`config.mk`:
```
export PLATFORM = sky130hd
export DESIGN_NAME = hs32_mem_arb
export DESIGN_NICKNAME = d
export VERILOG_FILES = /design/src/rtl/hs32_mem_arb.sv
export SDC_FILE = /design/constraint.sdc
export NUM_CORES = 1
export LEC_CHECK = 0
export BUFFER_PORTS_ARGS = -buffer_cell sky130_fd_sc_hd__buf_4
export CELL_PAD_IN_SITES_DETAIL_PLACEMENT = 2
export CELL_PAD_IN_SITES_GLOBAL_PLACEMENT = 2
export CORE_UTILIZATION = 22
export CTS_BUF_LIST = sky130_fd_sc_hd__clkbuf_16
export CTS_CLUSTER_DIAMETER = 120
export DETAILED_ROUTE_END_ITERATION = 12
export HOLD_SLACK_MARGIN = 0.06
export PLACE_DENSITY_LB_ADDON = 0.05
export SLEW_MARGIN = 20
export SYNTH_ARGS = -nofsm -noshare
export SYNTH_HDL_FRONTEND = slang
export SYNTH_SLANG_ARGS = --single-unit
```
`constraint.sdc`:
```
create_clock -name clk -period 1.6 [get_ports clk]
set_input_delay 0 -clock clk [delete_from_list [all_inputs] [get_ports clk]]
set_output_delay 0 -clock clk [all_outputs]
set_load 0.1 [all_outputs]
```
`src/rtl/hs32_mem_arb.sv`:
```
// hs32_mem_arb
// Arbitrates one external memory port between the fetch unit (read-only)
// and the execute unit (read/write). The winning request is registered and
// held on the memory side until the memory acknowledges. The result is then
// returned with a one-cycle ready pulse. On contention the priority
// alternates, and a stalled access is aborted after TIMEOUT cycles.
//
// Ports:
//   clk, reset          clock, synchronous active-high reset
//   f_req/f_addr        fetch read request and address (held until f_rdy)
//   f_rdy/f_dtr         fetch done pulse and read data
//   x_req/x_rw/x_addr   execute request, direction (1=write) and address
//   x_dtw               execute write data
//   x_rdy/x_dtr         execute done pulse and read data
//   m_req/m_rw/m_addr   memory request, direction and address (registered)
//   m_dtw               memory write data (registered)
//   m_dtr/m_rdy         memory read data and acknowledge
//   busy                high while an access is in flight (BUSY or DONE)
//   fault               pulses with the rdy of an access that timed out
module hs32_mem_arb #(
  parameter int TIMEOUT = 255,
  parameter int CW      = 8
) (
  input  logic        clk,
  input  logic        reset,
  input  logic        f_req,
  input  logic [31:0] f_addr,
  output logic        f_rdy,
  output logic [31:0] f_dtr,
  input  logic        x_req,
  input  logic        x_rw,
  input  logic [31:0] x_addr,
  input  logic [31:0] x_dtw,
  output logic        x_rdy,
  output logic [31:0] x_dtr,
  output logic        m_req,
  output logic        m_rw,
  output logic [31:0] m_addr,
  output logic [31:0] m_dtw,
  input  logic [31:0] m_dtr,
  input  logic        m_rdy,
  output logic        busy,
  output logic        fault
);

  typedef enum logic [1:0] {
    IDLE = 2'd0,
    BUSY = 2'd1,
    DONE = 2'd2
  } state_t;

  localparam logic [CW-1:0] TMO_LIM = CW'(TIMEOUT);
  localparam bit            TMO_EN  = (TIMEOUT != 0);

  state_t        state_q, state_d;
  logic          m_req_q, m_req_d;
  logic          m_rw_q, m_rw_d;
  logic [31:0]   m_addr_q, m_addr_d;
  logic [31:0]   m_dtw_q, m_dtw_d;
  logic [31:0]   data_q, data_d;
  logic          grant_x_q, grant_x_d;
  logic          last_x_q, last_x_d;
  logic [CW-1:0] cnt_q, cnt_d;
  logic          fault_flag_q, fault_flag_d;
  logic          pick_x;

  always_comb begin
    state_d      = state_q;
    m_req_d      = m_req_q;
    m_rw_d       = m_rw_q;
    m_addr_d     = m_addr_q;
    m_dtw_d      = m_dtw_q;
    data_d       = data_q;
    grant_x_d    = grant_x_q;
    last_x_d     = last_x_q;
    cnt_d        = cnt_q;
    fault_flag_d = fault_flag_q;
    // Execute wins when it is alone, or when both request and fetch was
    // served last; otherwise fetch wins.
    pick_x       = x_req && (!f_req || !last_x_q);

    case (state_q)
      IDLE: begin
        if (x_req || f_req) begin
          grant_x_d    = pick_x;
          last_x_d     = pick_x;
          m_addr_d     = pick_x ? x_addr : f_addr;
          m_dtw_d      = x_dtw;
          m_rw_d       = pick_x & x_rw;   // fetch is always a read
          m_req_d      = 1'b1;
          cnt_d        = '0;
          fault_flag_d = 1'b0;
          state_d      = BUSY;
        end
      end
      BUSY: begin
        // An acknowledge on the last allowed cycle still wins over the abort.
        if (m_rdy) begin
          data_d  = m_dtr;
          m_req_d = 1'b0;
          state_d = DONE;
        end else if (TMO_EN && (cnt_q == TMO_LIM)) begin
          data_d       = 32'hFFFF_FFFF;
          fault_flag_d = 1'b1;
          m_req_d      = 1'b0;
          state_d      = DONE;
        end else begin
          cnt_d = cnt_q + CW'(1);
        end
      end
      DONE: begin
        fault_flag_d = 1'b0;
        state_d      = IDLE;
      end
      default: begin
        state_d = IDLE;
      end
    endcase
  end

  always_ff @(posedge clk) begin
    if (reset) begin
      state_q      <= IDLE;
      m_req_q      <= 1'b0;
      m_rw_q       <= 1'b0;
      m_addr_q     <= '0;
      m_dtw_q      <= '0;
      data_q       <= '0;
      grant_x_q    <= 1'b0;
      last_x_q     <= 1'b0;
      cnt_q        <= '0;
      fault_flag_q <= 1'b0;
    end else begin
      state_q      <= state_d;
      m_req_q      <= m_req_d;
      m_rw_q       <= m_rw_d;
      m_addr_q     <= m_addr_d;
      m_dtw_q      <= m_dtw_d;
      data_q       <= data_d;
      grant_x_q    <= grant_x_d;
      last_x_q     <= last_x_d;
      cnt_q        <= cnt_d;
      fault_flag_q <= fault_flag_d;
    end
  end

  assign m_req  = m_req_q;
  assign m_rw   = m_rw_q;
  assign m_addr = m_addr_q;
  assign m_dtw  = m_dtw_q;
  assign f_dtr  = data_q;
  assign x_dtr  = data_q;
  assign f_rdy  = (state_q == DONE) && !grant_x_q;
  assign x_rdy  = (state_q == DONE) && grant_x_q;
  assign fault  = (state_q == DONE) && fault_flag_q;
  assign busy   = (state_q != IDLE);

endmodule

```
==> run metrics <==
outcome complete, no violations; drt total wl between 15 and 20 mm; first-pass GRT wire length about 28 mm; Avg Cell Area, Syn ~10 sq um; core area 21000 sq um; layout cells sized above 1 0.435; clk buf depth 2; CTS clock-pin slew for the worst setup and hold paths ~80 ps; cell internal pwr between 0.005 and 0.006 W; remaining antenna violation count 0; initial DRC count roughly 140; Antenna Cells 0; Final Max Tran Viols 0; syn_nets about 600; Layout area overhead 79.7%; die height roughly 150 um; Psw 0.00413 W; clock power share 0.248; post-synth cell types 45; Core Util, Final 0.403; number of enable-type register cells in the synthesized netlist 0; endpoints failing hold 0; Core Rows 53; routed length per placed instance 16.8 um; VDD IR max approximately 0.00053 V; Initial DRT Pass Iterations 4; TritonCTS Buffers 9; CTS tree built; H-tree Lvls 3; Synth Instances roughly 470; Yosys warning count 0; WP data arrival between 1500 and 2000 ps; routed vias/inst roughly 4.5; number of port buffers roughly 270; WS Path Type flop to flop; Pleak roughly 3.8 nW; Post-layout nets between 900 and 1000; total negative slack 0 ps; IO Pins about 270; Die X around 150 um; Worst Tran Pin Value about 740 ps; synthesized flop and latch total 110; number of global-route vias before repair approximately 5400; Worst-Skew Late Latency ~360 ps; total number of vias 4982; CTS Root Cell clkbuf_16; GPL Wtd Cong 0.700; Main synth FF type dfxtp_1; sequential fraction of the synthesis area 0.467; Final HPWL DP 12.2 mm; Post-Syn Area around 4700 sq um; Crit path required time approximately 1900 ps; sequential cell fraction of total power 0.331; initial core utilization 0.224; Tot GR Track Use 0.164; Final setup viols 0; HP Class input pin to flop; Min Clock Period, post-route ~1500 ps; critical path capture point type flop; DIE AREA approximately 22000 sq um; Max Freq 652 MHz; Setup Skew around 7.9 ps; startpoint types flop; Sw Ratio 0.437; period utilization 0.958; # Max-Cap Violations 0; initial antenna violation count 0; pin count of the biggest net entering global routing 54; Clock Sink Count 110; Max FO, Critical Path 10; Comb pwr share 0.421; Power Dens Cells approximately 1100 nW/um^2; async set-or-reset flop fraction in the synthesized netlist 0; drt drc 0; GR Overflow Total 0; relative max-transition margin 0.509; setup ws final between 60 and 70 ps; pre-CTS WS -27.8 ps
[layer usage]
metal  vias to the layer above  wire length [um]  GRT usage
met5                         -                 0          0
met2                       174              9840      0.308
met4                         0               286     0.0526
met1                      2427              7160      0.172
met3                        15              1320     0.0521
li1                       2366                 -          -
[power by group through the flow]
stage | sequential, W | clock, W | combinational (W)
global route | 0.00316 | 0.00254 | 0.00412
CTS | 0.00312 | 0.00245 | 0.00395
global placement | 0.00317 | 0 | 0.00367
detailed placement | 0.00319 | 0 | 0.00371
floorplan | 0.00477 | 0 | 0.00122
finish | 0.00312 | 0.00235 | 0.00398
[layout make-up]
class	instances	area (sq um)
clock buffer	9	225
clock inverter	7	73.8
fill	2242	12500
inverter	2	7.51
multi-input combinational	286	2080
sequential	110	2200
tap	275	344
timing repair buffer	418	3540
[state kept, by name, summed over array words and instances (netlist names)]
register / count
f_dtr: 32
m_addr: 32
m_req: 1
last_x_q: 1
state_q: 2
m_rw: 1
cnt_q: 8
m_dtw: 32
fault_flag_q: 1
[final timing paths]
kind | from | to | slack [ps] | cells after the start
worst max-delay path | cnt_q[1]$_SDFFE_PP0P_ | cnt_q[3]$_SDFFE_PP0P_ | 70 | 6
worst min-delay path | x_addr[24] | m_addr[24]$_SDFFE_PP0P_ | 60 | 3
worst max register to register | cnt_q[1]$_SDFFE_PP0P_ | cnt_q[3]$_SDFFE_PP0P_ | 70 | 6
worst min register to register | m_dtw[15]$_SDFFE_PP0P_ | m_dtw[15]$_SDFFE_PP0P_ | 460 | 2
[cell usage in the layout (no fill, tap or decap), drive strengths merged, types with 2 or more instances in the layout]
cell type    netlist  routed
inv                2       3
nor3b              2       2
mux2i             32      32
nand3              7       7
nor2              36      36
a21oi             39      39
a31oi              2       2
dlygate4sd3        0     119
clkinv             0       5
a311oi             3       3
o221a             32      32
clkbuf            18      10
nand4              3       3
nand2             71      71
dfxtp            110     110
o21a               3       3
o21ai              4       4
nor3               2       2
and3b              2       2
a211oi            32      32
buf               53     298
[kinds of logic (layout without fill, tap and decap cells)]
kind of cell	count (synthesis)	after routing	share of synthesized area
AOI/OAI and AO/OA	122	122	0.233
adders and majority gates	1	1	0.00265
buffers and inverters	73	436	0.104
DFF	110	110	0.467
muxes	32	32	0.0680
and+or+nand+nor	131	131	0.126
[metrics by stage]
| step | hold slack [ps] | instance area (sq um) | total power [W] | std cells |
|---|---|---|---|---|
| detailed placement | 235 | 6880 | 0.00689 | 964 |
| CTS | 60.1 | 8370 | 0.00953 | 1098 |
| finish | 62.4 | 8470 | 0.00944 | 1107 |
| global route | 63.8 | 8470 | 0.00982 | 1107 |
| global placement | 224 | 6880 | 0.00684 | 964 |
| floorplan | 116 | 4720 | 0.00599 | 469 |
[repair_timing]
item	CTS	global route
buffers inserted	0	7
resized for setup	2	6
hold buffers	118	1
pin swaps	0	2
endpoints found under the setup margin	2	42
endpoints found under the hold margin	96	1
cloned	0	1
[synth_stat cells (3+ instances only)]
library cell	instances	area (sq um)
a311oi_1	3	26.3
clkbuf_1	17	63.8
buf_2	8	40.0
buf_4	38	285
nand4_1	3	18.8
o21a_1	3	22.5
mux2i_1	32	320
nand3_1	6	30.0
a21oi_1	39	195
a211oi_2	30	375
nor2_1	35	131
o221a_1	32	360
dfxtp_1	110	2200
nand2_1	70	263
buf_6	7	78.8
[critical path, stage by stage (launching register included)]
cell and delay (ps):
dfxtp_1 340, ha_1 190, nand3_2 140, o21ai_4 380, buf_4 190, o211a_1 140, o21a_1 110
Power figures use the tool's default switching activity.
